--- src/rtl/proc_control_fsm_if.sv ---
// Bus bundle between the processor control unit and its DIN source / register-file datapath.
// master = datapath side (drives Run, DIN, Gnz); slave = control unit.
interface proc_control_fsm_if #(
   parameter int REG_ADDR_W = 3
);
   localparam int NUM_REGS = 2**REG_ADDR_W;
   localparam int IR_W     = 3 + 2*REG_ADDR_W;

   logic                Run;
   logic [IR_W-1:0]     DIN;
   logic                Gnz;
   logic [IR_W-1:0]     IR;
   logic [1:0]          Tstep;
   logic                IRin;
   logic [NUM_REGS-1:0] Rin;
   logic [NUM_REGS-1:0] Rout;
   logic                Ain;
   logic                Gin;
   logic                Gout;
   logic                DINout;
   logic                AddSub;
   logic                Done;
   logic                Illegal;

   modport master (
      output Run, DIN, Gnz,
      input  IR, Tstep, IRin, Rin, Rout, Ain, Gin, Gout, DINout, AddSub, Done, Illegal
   );

   modport slave (
      input  Run, DIN, Gnz,
      output IR, Tstep, IRin, Rin, Rout, Ain, Gin, Gout, DINout, AddSub, Done, Illegal
   );
endinterface

--- src/rtl/proc_control_fsm.sv ---
// Control unit for the multicycle simple processor: owns IR and the T0..T3 step counter and
// decodes mv/mvi/add/sub/mvnz into one-hot register enables and datapath strobes.
//
// state | meaning
// T0    | fetch: IR <= DIN when Run is high, otherwise idle
// T1    | execute single-step ops; add/sub: A <= Rx
// T2    | add/sub: G <= A +/- Ry
// T3    | add/sub: Rx <= G
module proc_control_fsm #(
   parameter int REG_ADDR_W = 3
) (
   input logic               Clock,
   input logic               Reset,
   proc_control_fsm_if.slave bus
);
   localparam int NUM_REGS = 2**REG_ADDR_W;
   localparam int IR_W     = 3 + 2*REG_ADDR_W;

   typedef enum logic [1:0] {T0 = 2'd0, T1 = 2'd1, T2 = 2'd2, T3 = 2'd3} tstep_e;

   localparam logic [2:0] OP_MV   = 3'b000;
   localparam logic [2:0] OP_MVI  = 3'b001;
   localparam logic [2:0] OP_ADD  = 3'b010;
   localparam logic [2:0] OP_SUB  = 3'b011;
   localparam logic [2:0] OP_MVNZ = 3'b100;

   tstep_e                tstep_q, tstep_d;
   logic [IR_W-1:0]       ir_q, ir_d;
   logic [2:0]            opcode;
   logic [REG_ADDR_W-1:0] rx, ry;
   logic [NUM_REGS-1:0]   rx_oh, ry_oh;
   logic [NUM_REGS-1:0]   rin, rout;
   logic                  irin, ain, gin, gout, dinout, addsub, done, illegal;
   logic                  is_arith;

   assign opcode   = ir_q[2:0];
   assign rx       = ir_q[2+REG_ADDR_W:3];
   assign ry       = ir_q[IR_W-1:3+REG_ADDR_W];
   assign is_arith = (opcode == OP_ADD) || (opcode == OP_SUB);

   always_comb begin
      rx_oh     = '0;
      ry_oh     = '0;
      rx_oh[rx] = 1'b1;
      ry_oh[ry] = 1'b1;
   end

   always_comb begin
      tstep_d = tstep_q;
      ir_d    = ir_q;
      irin    = 1'b0;
      rin     = '0;
      rout    = '0;
      ain     = 1'b0;
      gin     = 1'b0;
      gout    = 1'b0;
      dinout  = 1'b0;
      addsub  = 1'b0;
      done    = 1'b0;
      illegal = 1'b0;
      case (tstep_q)
         T0: begin
            irin = bus.Run;
            if (bus.Run) begin
               ir_d    = bus.DIN;
               tstep_d = T1;
            end
         end
         T1: begin
            case (opcode)
               OP_MV: begin
                  rout = ry_oh;
                  rin  = rx_oh;
                  done = 1'b1;
               end
               OP_MVI: begin
                  dinout = 1'b1;
                  rin    = rx_oh;
                  done   = 1'b1;
               end
               OP_ADD, OP_SUB: begin
                  rout    = rx_oh;
                  ain     = 1'b1;
                  tstep_d = T2;
               end
               OP_MVNZ: begin
                  if (bus.Gnz) begin
                     rout = ry_oh;
                     rin  = rx_oh;
                  end
                  done = 1'b1;
               end
               default: begin
                  done    = 1'b1;
                  illegal = 1'b1;
               end
            endcase
         end
         // A non-arith opcode here means IR was corrupted: drop back to fetch silently.
         T2: begin
            tstep_d = T0;
            if (is_arith) begin
               rout    = ry_oh;
               gin     = 1'b1;
               addsub  = (opcode == OP_SUB);
               tstep_d = T3;
            end
         end
         T3: begin
            tstep_d = T0;
            if (is_arith) begin
               gout = 1'b1;
               rin  = rx_oh;
               done = 1'b1;
            end
         end
         default: tstep_d = T0;
      endcase
      if (done) tstep_d = T0;
   end

   always_ff @(posedge Clock) begin
      if (Reset) begin
         tstep_q <= T0;
         ir_q    <= '0;
      end else begin
         tstep_q <= tstep_d;
         ir_q    <= ir_d;
      end
   end

   // Reset silences every strobe immediately, even though the state only clears on the edge.
   assign bus.IR      = ir_q;
   assign bus.Tstep   = tstep_q;
   assign bus.IRin    = irin    & ~Reset;
   assign bus.Rin     = Reset ? '0 : rin;
   assign bus.Rout    = Reset ? '0 : rout;
   assign bus.Ain     = ain     & ~Reset;
   assign bus.Gin     = gin     & ~Reset;
   assign bus.Gout    = gout    & ~Reset;
   assign bus.DINout  = dinout  & ~Reset;
   assign bus.AddSub  = addsub  & ~Reset;
   assign bus.Done    = done    & ~Reset;
   assign bus.Illegal = illegal & ~Reset;
endmodule

--- src/flat_wrapper.sv ---
// flat-port wrapper written by rule: the top's interface ports become plain ports
module proc_control_fsm_flat 
#(
   parameter int REG_ADDR_W = 3
)
  (Clock, Reset, bus_Run, bus_DIN, bus_Gnz, bus_IR, bus_Tstep, bus_IRin, bus_Rin, bus_Rout, bus_Ain, bus_Gin, bus_Gout, bus_DINout, bus_AddSub, bus_Done, bus_Illegal);
  proc_control_fsm_if #(.REG_ADDR_W(REG_ADDR_W)) bus_i ();
  input logic Clock;
  input logic Reset;
  input wire logic [$bits(bus_i.Run)-1:0] bus_Run;
  input wire logic [$bits(bus_i.DIN)-1:0] bus_DIN;
  input wire logic [$bits(bus_i.Gnz)-1:0] bus_Gnz;
  output wire logic [$bits(bus_i.IR)-1:0] bus_IR;
  output wire logic [$bits(bus_i.Tstep)-1:0] bus_Tstep;
  output wire logic [$bits(bus_i.IRin)-1:0] bus_IRin;
  output wire logic [$bits(bus_i.Rin)-1:0] bus_Rin;
  output wire logic [$bits(bus_i.Rout)-1:0] bus_Rout;
  output wire logic [$bits(bus_i.Ain)-1:0] bus_Ain;
  output wire logic [$bits(bus_i.Gin)-1:0] bus_Gin;
  output wire logic [$bits(bus_i.Gout)-1:0] bus_Gout;
  output wire logic [$bits(bus_i.DINout)-1:0] bus_DINout;
  output wire logic [$bits(bus_i.AddSub)-1:0] bus_AddSub;
  output wire logic [$bits(bus_i.Done)-1:0] bus_Done;
  output wire logic [$bits(bus_i.Illegal)-1:0] bus_Illegal;
  assign bus_i.Run = bus_Run;
  assign bus_i.DIN = bus_DIN;
  assign bus_i.Gnz = bus_Gnz;
  assign bus_IR = bus_i.IR;
  assign bus_Tstep = bus_i.Tstep;
  assign bus_IRin = bus_i.IRin;
  assign bus_Rin = bus_i.Rin;
  assign bus_Rout = bus_i.Rout;
  assign bus_Ain = bus_i.Ain;
  assign bus_Gin = bus_i.Gin;
  assign bus_Gout = bus_i.Gout;
  assign bus_DINout = bus_i.DINout;
  assign bus_AddSub = bus_i.AddSub;
  assign bus_Done = bus_i.Done;
  assign bus_Illegal = bus_i.Illegal;
  proc_control_fsm #(.REG_ADDR_W(REG_ADDR_W)) u_core (.Clock(Clock), .Reset(Reset), .bus(bus_i));
endmodule
--- config.mk ---
export PLATFORM = sky130hd
export DESIGN_NAME = proc_control_fsm_flat
export DESIGN_NICKNAME = d
export VERILOG_FILES = /design/src/rtl/proc_control_fsm_if.sv /design/src/rtl/proc_control_fsm.sv /design/src/flat_wrapper.sv
export SDC_FILE = /design/constraint.sdc
export NUM_CORES = 1
export LEC_CHECK = 0
export BUFFER_PORTS_ARGS = -buffer_cell sky130_fd_sc_hd__buf_2
export CORE_MARGIN = 2
export CORE_UTILIZATION = 40
export CTS_CLUSTER_SIZE = 8
export DETAILED_ROUTE_END_ITERATION = 10
export PLACE_DENSITY = 0.75
export SKIP_LAST_GASP = 1
export SYNTH_ARGS = -nofsm -noshare
export SYNTH_HDL_FRONTEND = slang
export SYNTH_SLANG_ARGS = --single-unit
--- constraint.sdc ---
create_clock -name Clock -period 1.6 [get_ports Clock]
set_input_delay 0.24 -clock Clock [delete_from_list [all_inputs] [get_ports Clock]]
set_output_delay 0.24 -clock Clock [all_outputs]
set_load 0.05 [all_outputs]
# After elaboration in Yosys (flattened, before gate mapping)

Index checks and enable logic that the tools add are counted.

Flip-flop bits (word level): 11
Output and inout port bits: 35

Order comparisons: 4
Eq/ne operators: 9
Muxes and demuxes: 32
Bitwise gates (word level): 9
Reduce and logical (&&, ||, !) cells: 11

Operators by type and width:

| cell                                                        | count |
|---|---|
| two-way mux 8 bit                                           | 6 |
| one-hot mux 8 bit (2 select lines)                          | 3 |
| one-hot mux 8 bit (3 select lines)                          | 1 |
| two-way mux 1 bit                                           | 15 |
| bitwise AND 1 bit                                           | 8 |
| less-than comparator 3 x 4 -> 1 bit (second input constant) | 2 |
| one-hot mux 2 bit (4 select lines)                          | 1 |
| demux 1 bit (select 3 bit)                                  | 2 |
| equality test 3 x 2 -> 1 bit (second input constant)        | 2 |
| >= comparator 3 x 1 -> 1 bit (second input constant)        | 2 |
| two-way mux 2 bit                                           | 3 |
| OR reduction 2 bit                                          | 3 |
| OR reduction 5 bit                                          | 1 |
| equality test 2 bit (second input constant)                 | 2 |
| inequality test 2 bit (second input constant)               | 2 |
| AND reduction 2 bit                                         | 2 |
| equality test 3 x 1 -> 1 bit (second input constant)        | 1 |
| equality test 3 bit (second input constant)                 | 1 |
| zero test 3 bit                                             | 1 |
| equality test 2 x 1 -> 1 bit (second input constant)        | 1 |
| logical AND 1 bit                                           | 2 |
| zero test 2 bit                                             | 1 |
| one-hot mux 1 bit (2 select lines)                          | 1 |
| logical OR 1 bit                                            | 1 |
| NOT 1 bit                                                   | 1 |

# Logic depth before layout (Yosys ltp)

Gate-level depths: netlist (run 1).

Word-level depth: 8
Gate-level depth with buffers: 6
Mapped depth without buffers: 6

# Worst setup path after synthesis (run 1)

No wires, ideal clock.

Path kind: register to output
Start: register u_core.ir_q[1], in the netlist u_core.bus.IR[1]
End: output port bus_Rin[0]
Arrival time: 3098 ps
Path slack: -1738 ps
Stages on the path, launching flop included: 7
Cells stage by stage: dfxtp_1 buf_4 nand2b_1 buf_6 nor3b_2 o21bai_1 nor3_1

Word-level cells in the longest chain between the ends: 5

RTL lines:

| item                                                                           | line                                            | RTL |
|---|---|---|
| start: declaration                                                             | proc_control_fsm.sv:28                          | `logic [IR_W-1:0] ir_q, ir_d;` |
| start signal: assignment                                                       | proc_control_fsm.sv:128                         | `ir_q <= ir_d;` |
| equality test 3 x 1 -> 1 bit, or another cell as far along                     | proc_control_fsm.sv:70                          | `case (opcode)` |
| OR reduction 2 bit (no line) / logical OR 1 bit (equally long branches)        | -                                               |  |
| one-hot mux 8 bit (2 select lines) / two-way mux 8 bit (equally long branches) | proc_control_fsm.sv:70, proc_control_fsm.sv:111 |  |
| one-hot mux 8 bit (2 select lines) (*)                                         | proc_control_fsm.sv:61                          | `case (tstep_q)` |
| two-way mux 8 bit (*)                                                          | proc_control_fsm.sv:136                         | `assign bus.Rin = Reset ? '0 : rin;` |
| end: declaration                                                               | flat_wrapper.sv:16                              | `output wire logic [$bits(bus_i.Rin)-1:0] bus_Rin;` |

Every way passes the cells marked *; elsewhere a longest branch is shown, timed or not.

# Final worst setup path (run 1)

Start: register u_core.tstep_q[1], in the netlist u_core.bus.Tstep[1]
End: output port bus_Rout[2]

Word-level cells in the longest chain between the ends: 3

RTL lines:

| item                                                                       | line                    | RTL |
|---|---|---|
| start: declaration                                                         | proc_control_fsm.sv:27  | `tstep_e tstep_q, tstep_d;` |
| start signal: assignment                                                   | proc_control_fsm.sv:127 | `tstep_q <= tstep_d;` |
| equality test 2 bit / equality test 2 x 1 -> 1 bit (equally long branches) | proc_control_fsm.sv:61  |  |
| one-hot mux 8 bit (2 select lines) (*)                                     | proc_control_fsm.sv:61  |  |
| two-way mux 8 bit (*)                                                      | proc_control_fsm.sv:137 | `assign bus.Rout = Reset ? '0 : rout;` |
| end: declaration                                                           | flat_wrapper.sv:17      | `output wire logic [$bits(bus_i.Rout)-1:0] bus_Rout;` |

Marked as above.

==> flow_metrics.env, run 1 <==
export IMPL_syn_num_nets=146
export IMPL_run_status="complete, but fails checks"
export IMPL_wl_per_cell_um=27.1
export IMPL_crit_path_max_fanout=4
export IMPL_synth_edf_count=0
export IMPL_synth_top_area_share_pct=24.4
export IMPL_dp_cells=232
export IMPL_wl_um=6570
export IMPL_portBuffers=47
export IMPL_r2r_cells=5
export IMPL_dieArea_sq_mm=0.00265
export IMPL_synth_distinct_cells=39
export IMPL_peakVddDrop_mv=1.18
export IMPL_synth_most_common_cell="nand2_1"
export IMPL_core_sq_mm=0.00217
export IMPL_setup_ws_ps=-545
export IMPL_grt_max_degree=13
export IMPL_synth_largest_area_cell="dfxtp_1"
export IMPL_clk_pin_slew_ps=70
export IMPL_min_to="u_core.bus.IR[6]"
export IMPL_areaGrowthSynthToFinish_pct=132
export IMPL_rows=17
export IMPL_period_minus_slack_ps=2150
export IMPL_drv_slew=0
export IMPL_antenna_left=0
export IMPL_path_cells="inv_4 -> ha_4 -> inv_1 -> o41ai_2 -> nand2_1 -> o2bb2ai_4 -> buf_6"
export IMPL_netlist_instances=128
export IMPL_fin_area_sq_mm=0.00209
export IMPL_crit_path_end_kind="output port"
export IMPL_drive_gt1_share_pct=70.1
export IMPL_grt_use_total_pct=38.6
export IMPL_relSlewSlack_pct=69.0
export IMPL_synth_common_cells="nand2_1, nor2_1, a21oi_1"
export IMPL_tritoncts="built"
export IMPL_holdCritPathClass="in -> reg"
export IMPL_dp_final_hpwl_um=2600
export IMPL_leakage_nw=0.887
export IMPL_crit_type="reg -> out"
export IMPL_tns_ps=-11050
export IMPL_initial_utilization_pct=41.6
export IMPL_grtUsageMet1_pct=46.1
export IMPL_min_period_over_period_pct=134
export IMPL_rr_startpoint="u_core.bus.IR[2]"
export IMPL_die_height_um=51.5
export IMPL_synthFlopType="dfxtp_1"
export IMPL_nets=233
export IMPL_setup_viol=26
export IMPL_netlist_area_sq_um=902
export IMPL_finalHoldViolCount=0
export IMPL_grt_pass1_vias=1442
export IMPL_power_density_mw_per_mm2=1150
export IMPL_violations="setup timing"
export IMPL_rrSetupSlack_ps=-250
export IMPL_ys_seq_area_share_pct=24.4
export IMPL_gp_congestion=0.885
export IMPL_critPathLaunchType="flop"
export IMPL_slowest_stage="o41ai_2"
export IMPL_route_detailed_drc=0
export IMPL_grt_pass1_wl_um=7490
export IMPL_met2_usage_pct=64.7
export IMPL_cp_required_ps=1360
export IMPL_critical_path_arrival_ps=1910
export IMPL_clock_latency_ps=270
export IMPL_slowest_delay_ps=390
export IMPL_rsz0062_at_grt="yes"
export IMPL_via_per_inst=7.03
export IMPL_min_from="bus_DIN[6]"
export IMPL_synth_seq_cells=11
export IMPL_cts_buffer_depth=2
export IMPL_grt_util_met3_pct=6.90
export IMPL_yosys_warnings=0
export IMPL_grt_overflow=0
export IMPL_avgSynthCellArea_sq_um=7.05
export IMPL_busiest_layer="met2"
export IMPL_io_pins=48
export IMPL_clock_skew_final_ps=0.763
export IMPL_vias=1702
export IMPL_cts_root_buf="clkbuf_4"
export IMPL_cts_htree_levels=1
export IMPL_cts_sinks=11
export IMPL_post_dp_cell_area_sq_mm=0.00166
export IMPL_drtIter0Drc=126
export IMPL_max_cap_violations=0
export IMPL_drt_pass1_iterations=5
export IMPL_synthArstFlopShare_pct=0
export IMPL_whs_path_depth=3
export IMPL_antenna_found_initial=0
export IMPL_numCtsBuffers=3
export IMPL_synth_area_leaders="dfxtp_1, nand2_1, ha_1"
export IMPL_die_x_um=51.5
export IMPL_antenna_cells=0
export IMPL_r2r_end="u_core.bus.Tstep[1]"
export IMPL_timing_fmax_mhz=466
export IMPL_worst_pin_slew_ps=452
export IMPL_stdcell_count=242
export IMPL_finalPower_mw=2.40
==> cells in the final DEF, fill, tap and decap left out, types with 2 or more instances in the layout <==
| cell type | netlist | final |
|---|---|---|
| dfxtp_4 | 0 | 3 |
| dfxtp_1 | 11 | 3 |
| nor3_4 | 0 | 2 |
| a21oi_1 | 12 | 12 |
| nor2_2 | 0 | 3 |
| nor2b_1 | 4 | 2 |
| buf_8 | 0 | 9 |
| buf_4 | 1 | 37 |
| o22ai_1 | 3 | 2 |
| nand2b_1 | 9 | 7 |
| ha_4 | 0 | 3 |
| buf_2 | 1 | 25 |
| dfxtp_2 | 0 | 5 |
| a22o_4 | 0 | 3 |
| clkbuf_4 | 0 | 3 |
| nand2b_4 | 0 | 2 |
| inv_4 | 0 | 2 |
| o21ai_4 | 0 | 2 |
| buf_6 | 1 | 17 |
| nor2_1 | 15 | 3 |
| nor2_4 | 0 | 9 |
| nand2_1 | 26 | 24 |
==> critical path: cells and delay by family (launching register included) <==
kind | cells | cell delay, ps
AO/OA/AOI/OAI | 2 | 560
AND/OR/NAND/NOR | 1 | 190
flip-flops | 1 | 370
buffers and inverters | 3 | 340
adder cells (fa/ha/maj) | 1 | 170
==> flip-flops by register name, summed over array words and instances (netlist names) <==
register / count
u_core.bus.IR: 9
u_core.bus.Tstep: 2
==> routing by layer <==
layer	up-vias	wire [um]
met1	748	2070
li1	628	-
met3	94	942
met4	0	732
met2	232	2820
met5	-	0
==> power by group <==
part	internal (mW)	switching (mW)
Combinational	0.634	1.09
Clock	0.0968	0.0992
Sequential	0.349	0.122
Total	1.08	1.32
==> per-stage QoR <==
step / hold WS (ps) / setup WS, ps / util, %
floorplan: 366 / -712 / -
global placement: 456 / -387 / 76.4
detailed placement: 481 / -408 / 76.4
CTS: 197 / -422 / 92.4
global route: 220 / -577 / 96.4
finish: 205 / -545 / 96.4
==> kinds of logic (layout without fill, tap and decap cells) <==
family,after synthesis,after routing,synth area share (%)
compound gates,32,32,23.9
fa+ha+maj,5,5,6.93
buf+inv,9,95,5.13
flops,11,11,24.4
mux,1,1,1.11
simple gates,70,70,38.6
==> worst max-delay path by stage <==
stage | start | end | slack [ps] | cells after the start
after floorplan | u_core.bus.IR[1] | bus_Rin[0] | -710 | 6
after global placement | u_core.bus.Tstep[0] | bus_Rout[4] | -390 | 7
after detailed placement | u_core.bus.Tstep[1] | bus_Rout[4] | -410 | 8
after CTS | u_core.bus.Tstep[0] | bus_Rout[7] | -420 | 7
after global routing | u_core.bus.Tstep[1] | bus_Rout[7] | -580 | 8
final | u_core.bus.Tstep[1] | bus_Rout[2] | -550 | 7
==> what timing repair did <==
item / CTS / global route
gates resized for setup: 73 / 15
setup endpoints to repair: 23 / 25
pin swaps: 17 / 8
setup buffers: 4 / 2
hold buffers: 0 / 0
==> final cells by class <==
type / instances / area [sq um]
sequential: 11 / 238
timing repair buffer: 88 / 729
multi-input combinational: 108 / 1050
tap: 28 / 35.0
fill: 43 / 78.8
inverter: 3 / 16.3
clock buffer: 4 / 26.3
No activity file was read; power rests on OpenSTA's default activity.
==> run 2: changes to the inputs <==
--- a/config.mk
+++ b/config.mk
@@ -10,6 +10,7 @@
 export CORE_UTILIZATION = 40
 export CTS_CLUSTER_SIZE = 8
 export DETAILED_ROUTE_END_ITERATION = 10
+export HOLD_SLACK_MARGIN = 0.02
 export PLACE_DENSITY = 0.75
 export SKIP_LAST_GASP = 1
 export SYNTH_ARGS = -nofsm -noshare
==> constraint.sdc (replaced) <==
create_clock -name Clock -period 1.9 [get_ports Clock]
set_input_delay 0.285 -clock Clock [delete_from_list [all_inputs] [get_ports Clock]]
set_output_delay 0.285 -clock Clock [all_outputs]
set_load 0.05 [all_outputs]
==> run 2 against run 1 <==
Compared with the run above:
- largest power group unchanged
- setup slack better by 250 ps
- cell count is 3.7% lower
- sequential share of layout area is 0.78 points higher
- critical path type unchanged
- die area stayed put
- critical endpoint is now bus_Rout[4]
- final area is 6.9% lower
- via count is 17% lower
- the run still ends with setup timing left
- largest cell class unchanged
- flip-flop and latch count stayed put
- wire length is 28% lower
==> flow_metrics.env, run 2 (synthesis results as in run 1) <==
export IMPL_run_status="complete, but fails checks"
export IMPL_cp_required_ps=1620
export IMPL_cts_root_buf="clkbuf_4"
export IMPL_die_height_um=51.5
export IMPL_largest_reg_flops=9
export IMPL_stdcell_count=233
export IMPL_critPathLaunchType="flop"
export IMPL_drive_gt1_share_pct=65.4
export IMPL_clock_skew_final_ps=2.24
export IMPL_tritoncts="built"
export IMPL_rrSetupSlack_ps=360
export IMPL_multi_input_area_sq_um=993
export IMPL_drtIter0Drc=64
export IMPL_grt_pass1_wl_um=6470
export IMPL_comb_power_share_pct=68.1
export IMPL_grt_pass1_vias=1307
export IMPL_r2r_cells=7
export IMPL_clk_pin_slew_ps=70
export IMPL_grt_max_degree=12
export IMPL_antenna_left=0
export IMPL_initial_utilization_pct=41.6
export IMPL_setup_ws_ps=-296
export IMPL_rr_startpoint="u_core.bus.Tstep[1]"
export IMPL_cts_buffer_depth=2
export IMPL_io_pins=48
export IMPL_crit_path_end_kind="output port"
export IMPL_wl_um=4710
export IMPL_via_per_inst=6.07
export IMPL_rows=17
export IMPL_fin_area_sq_mm=0.00195
export IMPL_holdCritPathClass="in -> reg"
export IMPL_cts_sinks=11
export IMPL_die_x_um=51.5
export IMPL_areaGrowthSynthToFinish_pct=116
export IMPL_dieArea_sq_mm=0.00265
export IMPL_numCtsBuffers=3
export IMPL_fillers=86
export IMPL_grt_overflow=0
export IMPL_whs_path_depth=3
export IMPL_crit_path_max_fanout=5
export IMPL_gp_congestion=0.848
export IMPL_power_frac_clock_pct=8.8
export IMPL_cts_htree_levels=1
export IMPL_critical_path_arrival_ps=1910
export IMPL_portBuffers=47
export IMPL_dp_final_hpwl_um=2370
export IMPL_drt_pass1_iterations=4
export IMPL_antenna_cells=0
export IMPL_switchingPower_mw=0.976
export IMPL_worst_pin_slew_ps=493
export IMPL_setup_viol=20
export IMPL_route_detailed_drc=0
export IMPL_period_minus_slack_ps=2200
export IMPL_max_cap_violations=0
export IMPL_relSlewSlack_pct=66.9
export IMPL_finalHoldViolCount=0
export IMPL_leakage_nw=0.825
export IMPL_wl_per_cell_um=20.2
export IMPL_core_sq_mm=0.00217
export IMPL_dp_cells=223
export IMPL_min_to="u_core.bus.IR[3]"
export IMPL_nets=224
export IMPL_peakVddDrop_mv=1.22
export IMPL_vias=1415
export IMPL_min_from="bus_DIN[3]"
export IMPL_antenna_found_initial=0
export IMPL_crit_type="reg -> out"
export IMPL_intPower_mw=0.862
export IMPL_violations="setup timing"
export IMPL_rsz0062_at_grt="yes"
export IMPL_layout_commonest_cell="buf_2"
export IMPL_pwr_share_seq_pct=23.1
export IMPL_final_cell_mix="buf_2, buf_4, nand2_1"
export IMPL_clock_latency_ps=270
export IMPL_power_density_mw_per_mm2=945
export IMPL_register_area_sq_um=236
export IMPL_post_dp_cell_area_sq_mm=0.00156
export IMPL_tns_ps=-3830
export IMPL_grt_use_total_pct=33.2
export IMPL_r2r_end="u_core.bus.Tstep[1]"
export IMPL_top_register="u_core.bus.IR"
export IMPL_timing_fmax_mhz=455
export IMPL_drv_slew=0
export IMPL_min_period_over_period_pct=116
export IMPL_p_sw_share_pct=53.1
-- run 2: cell count changes in the layout (fill, tap and decap cells not counted), sizes merged --
| cell | previous run | this run |
|---|---|---|
| buf | 88 | 79 |
-- run 2: repair_timing --
action | in CTS | in global routing
resized for setup | 69 | 12
buffers inserted | 2 | 4
setup endpoints to repair | 19 | 20
hold endpoints to repair | 0 | 0
pin swaps | 12 | 10
hold buffers | 0 | 0
-- run 2: worst max-delay path, stage by stage (launching register included) --
cell and delay, ps:
dfxtp_2 350, buf_4 160, nor2b_2 170, nor3_1 390
a31oi_4 200, o32ai_4 150, buf_6 200
-- run 2: how the worst max path moves through the flow --
stage,from,endpoint,slack (ps),cells after the start
2_1_floorplan,u_core.bus.IR[1],bus_Rin[0],-460,6
3_3_place_gp,u_core.bus.Tstep[0],bus_Rout[4],-150,7
3_5_place_dp,u_core.bus.Tstep[0],bus_Rout[4],-170,7
4_1_cts,u_core.bus.Tstep[0],bus_Rout[5],-200,7
5_1_grt,u_core.bus.Tstep[0],bus_Rout[6],-310,6
6_report,u_core.bus.IR[2],bus_Rout[4],-300,6
-- run 2: power by group through the flow --
stage | sequential [mW] | combinational, mW | clock [mW]
2_1_floorplan | 0.545 | 0.504 | 0
3_3_place_gp | 0.389 | 0.935 | 0
3_5_place_dp | 0.393 | 0.957 | 0
4_1_cts | 0.404 | 1.10 | 0.168
5_1_grt | 0.433 | 1.30 | 0.174
6_report | 0.425 | 1.25 | 0.161
-- run 2: cell type report --
class                           count  area share (%)
Sequential cell                    11            12.2
Tap cell                           28            1.80
Multi-Input combinational cell    108            51.1
Timing Repair Buffer               79            32.7
Inverter                            3           0.965
Clock buffer                        4            1.35
-- run 2: routing by layer --
layer	track usage [%]	part of all wire [%]	vias to the layer above
met5	0	0	-
li1	-	-	614
met4	16.7	5.6	0
met3	2.87	8.2	28
met1	39.7	36	656
met2	59.2	50	117
-- run 2: through the flow --
stage               utilization, %  hold WS [ps]  setup slack [ps]  total power [mW]
floorplan                        -           411              -457              1.05
CTS                           85.9           231              -198              1.67
global placement              71.7           478              -154              1.32
finish                        89.7           239              -296              1.84
detailed placement            71.7           484              -172              1.35
global route                  89.7           258              -309              1.90
==> run 3: changes to the inputs <==
--- a/config.mk
+++ b/config.mk
@@ -5,7 +5,7 @@
 export SDC_FILE = /design/constraint.sdc
 export NUM_CORES = 1
 export LEC_CHECK = 0
-export BUFFER_PORTS_ARGS = -buffer_cell sky130_fd_sc_hd__buf_2
+export BUFFER_PORTS_ARGS = -buffer_cell sky130_fd_sc_hd__buf_4
 export CORE_MARGIN = 2
 export CORE_UTILIZATION = 40
 export CTS_CLUSTER_SIZE = 8
==> run 3 against run 2 <==
Compared with the run above:
- the run still ends with setup timing left
- clock skew rose by 4.0 ps
- register-to-register slack lost 180 ps
- maximum frequency rose by 0.74%
- sequential share of layout area down 0.18 points
- flip-flop and latch count unchanged
- highest routed layer unchanged
- largest cell class unchanged
- hold slack gained 22 ps
- wire length down 4.3%
- final area increased by 3.1%
- count of clock-buffer cells in the layout unchanged
- setup slack improved by 16 ps
- critical endpoint is now bus_Rin[0]
==> flow_metrics.env, run 3 (synthesis results as in run 1) <==
export IMPL_crit_path_end_kind="output port"
export IMPL_gp_congestion=0.795
export IMPL_die_height_um=51.5
export IMPL_peakVddDrop_mv=1.06
export IMPL_antenna_cells=0
export IMPL_areaGrowthSynthToFinish_pct=122
export IMPL_cts_htree_levels=1
export IMPL_cts_buffer_depth=2
export IMPL_fin_area_sq_mm=0.00201
export IMPL_rows=17
export IMPL_clock_skew_final_ps=6.20
export IMPL_dieArea_sq_mm=0.00265
export IMPL_numCtsBuffers=3
export IMPL_finalHoldViolCount=0
export IMPL_tritoncts="built"
export IMPL_relSlewSlack_pct=70.9
export IMPL_dp_final_hpwl_um=2330
export IMPL_io_pins=48
export IMPL_drtIter0Drc=73
export IMPL_cts_sinks=11
export IMPL_grt_pass1_wl_um=6000
export IMPL_core_sq_mm=0.00217
export IMPL_timing_fmax_mhz=459
export IMPL_setup_viol=19
export IMPL_largest_reg_flops=9
export IMPL_layout_commonest_cell="buf_4"
export IMPL_grt_pass1_vias=1229
export IMPL_rsz0062_at_grt="yes"
export IMPL_run_status="complete, but fails checks"
export IMPL_critPathLaunchType="flop"
export IMPL_critical_path_arrival_ps=1890
export IMPL_setup_ws_ps=-280
export IMPL_wl_per_cell_um=19.9
export IMPL_vias=1374
export IMPL_initial_utilization_pct=41.6
export IMPL_crit_path_max_fanout=4
export IMPL_tns_ps=-3530
export IMPL_post_dp_cell_area_sq_mm=0.00161
export IMPL_via_per_inst=6.05
export IMPL_clock_latency_ps=260
export IMPL_clk_pin_slew_ps=70
export IMPL_grt_use_total_pct=30.1
export IMPL_fillers=72
export IMPL_wl_um=4510
export IMPL_stdcell_count=227
export IMPL_finalPower_mw=1.86
export IMPL_antenna_found_initial=0
export IMPL_route_detailed_drc=0
export IMPL_worst_pin_slew_ps=435
export IMPL_die_x_um=51.5
export IMPL_antenna_left=0
export IMPL_grt_overflow=0
export IMPL_holdCritPathClass="in -> reg"
export IMPL_register_area_sq_um=240
export IMPL_min_period_over_period_pct=115
export IMPL_cts_root_buf="clkbuf_4"
export IMPL_multi_input_area_sq_mm=0.00103
export IMPL_finalCoreUtilization_pct=92.4
export IMPL_drt_pass1_iterations=4
export IMPL_power_density_mw_per_mm2=930
export IMPL_portBuffers=47
export IMPL_crit_type="reg -> out"
export IMPL_drive_gt1_share_pct=67.3
export IMPL_grt_max_degree=13
export IMPL_drv_slew=0
export IMPL_cp_required_ps=1620
export IMPL_top_register="u_core.bus.IR"
export IMPL_leakage_nw=0.814
export IMPL_period_minus_slack_ps=2180
export IMPL_max_cap_violations=0
export IMPL_nets=218
export IMPL_violations="setup timing"
export IMPL_final_cell_mix="buf_4, nand2_1, buf_6"
export IMPL_dp_cells=214
[run 3: cell count changes in the layout (fill, tap and decap cells not counted), moves of 2 or more]
cell,change
buf_6,-4
buf_2,-28
buf_4,+24
buf_8,+2
[run 3: path summary, 6_finish.rpt]
check / cells after the start / slack, ps / to / start
hold / removal: 3 / 260 / u_core.bus.IR[1] / bus_DIN[1]
setup reg to reg: 8 / 180 / u_core.bus.Tstep[1] / u_core.bus.Tstep[0]
hold reg to reg: 2 / 560 / u_core.bus.IR[2] / u_core.bus.IR[2]
setup / recovery: 8 / -280 / bus_Rin[0] / u_core.bus.Tstep[0]
[run 3: metal layers]
| metal | GRT usage, % | share of wire (%) | vias up |
|---|---|---|---|
| met5 | 0 | 0 | - |
| met4 | 15.4 | 3.6 | 0 |
| met3 | 1.44 | 7.7 | 20 |
| met2 | 51.3 | 49 | 108 |
| met1 | 38.5 | 39 | 645 |
| li1 | - | - | 601 |
[run 3: through the flow]
step	hold WS (ps)	worst slack, ps
after global routing	276	-348
final	261	-280
after global placement	522	-48.5
after detailed placement	525	-109
after CTS	256	-176
after floorplan	411	-457
[run 3: timing repair]
action	CTS	global route
endpoints found under the setup margin	18	21
pin swaps	16	3
setup buffers	5	4
hold buffers	0	0
cloned	0	0
resized for setup	50	19
[run 3: critical path, stage by stage (launching register included)]
cell and delay [ps]:
dfxtp_4 380, buf_6 110, ha_4 130, nand2b_1 110
a211oi_2 260, buf_4 180, o21bai_4 120, nor3_4 150
buf_6 180
[run 3: report_power, final]
part | internal, mW | leakage [nW] | switching [mW]
logic | 0.522 | 0.705 | 0.755
registers | 0.295 | 0.0947 | 0.143
clock network | 0.0809 | 0.0150 | 0.0690
total | 0.897 | 0.814 | 0.967
[run 3: layout make-up]
type,instances,share of cell area [%]
clock buffer,4,1.31
multi-input combinational,108,51.2
sequential,11,12.0
timing repair buffer,73,32.9
inverter,3,0.811
tap,28,1.75
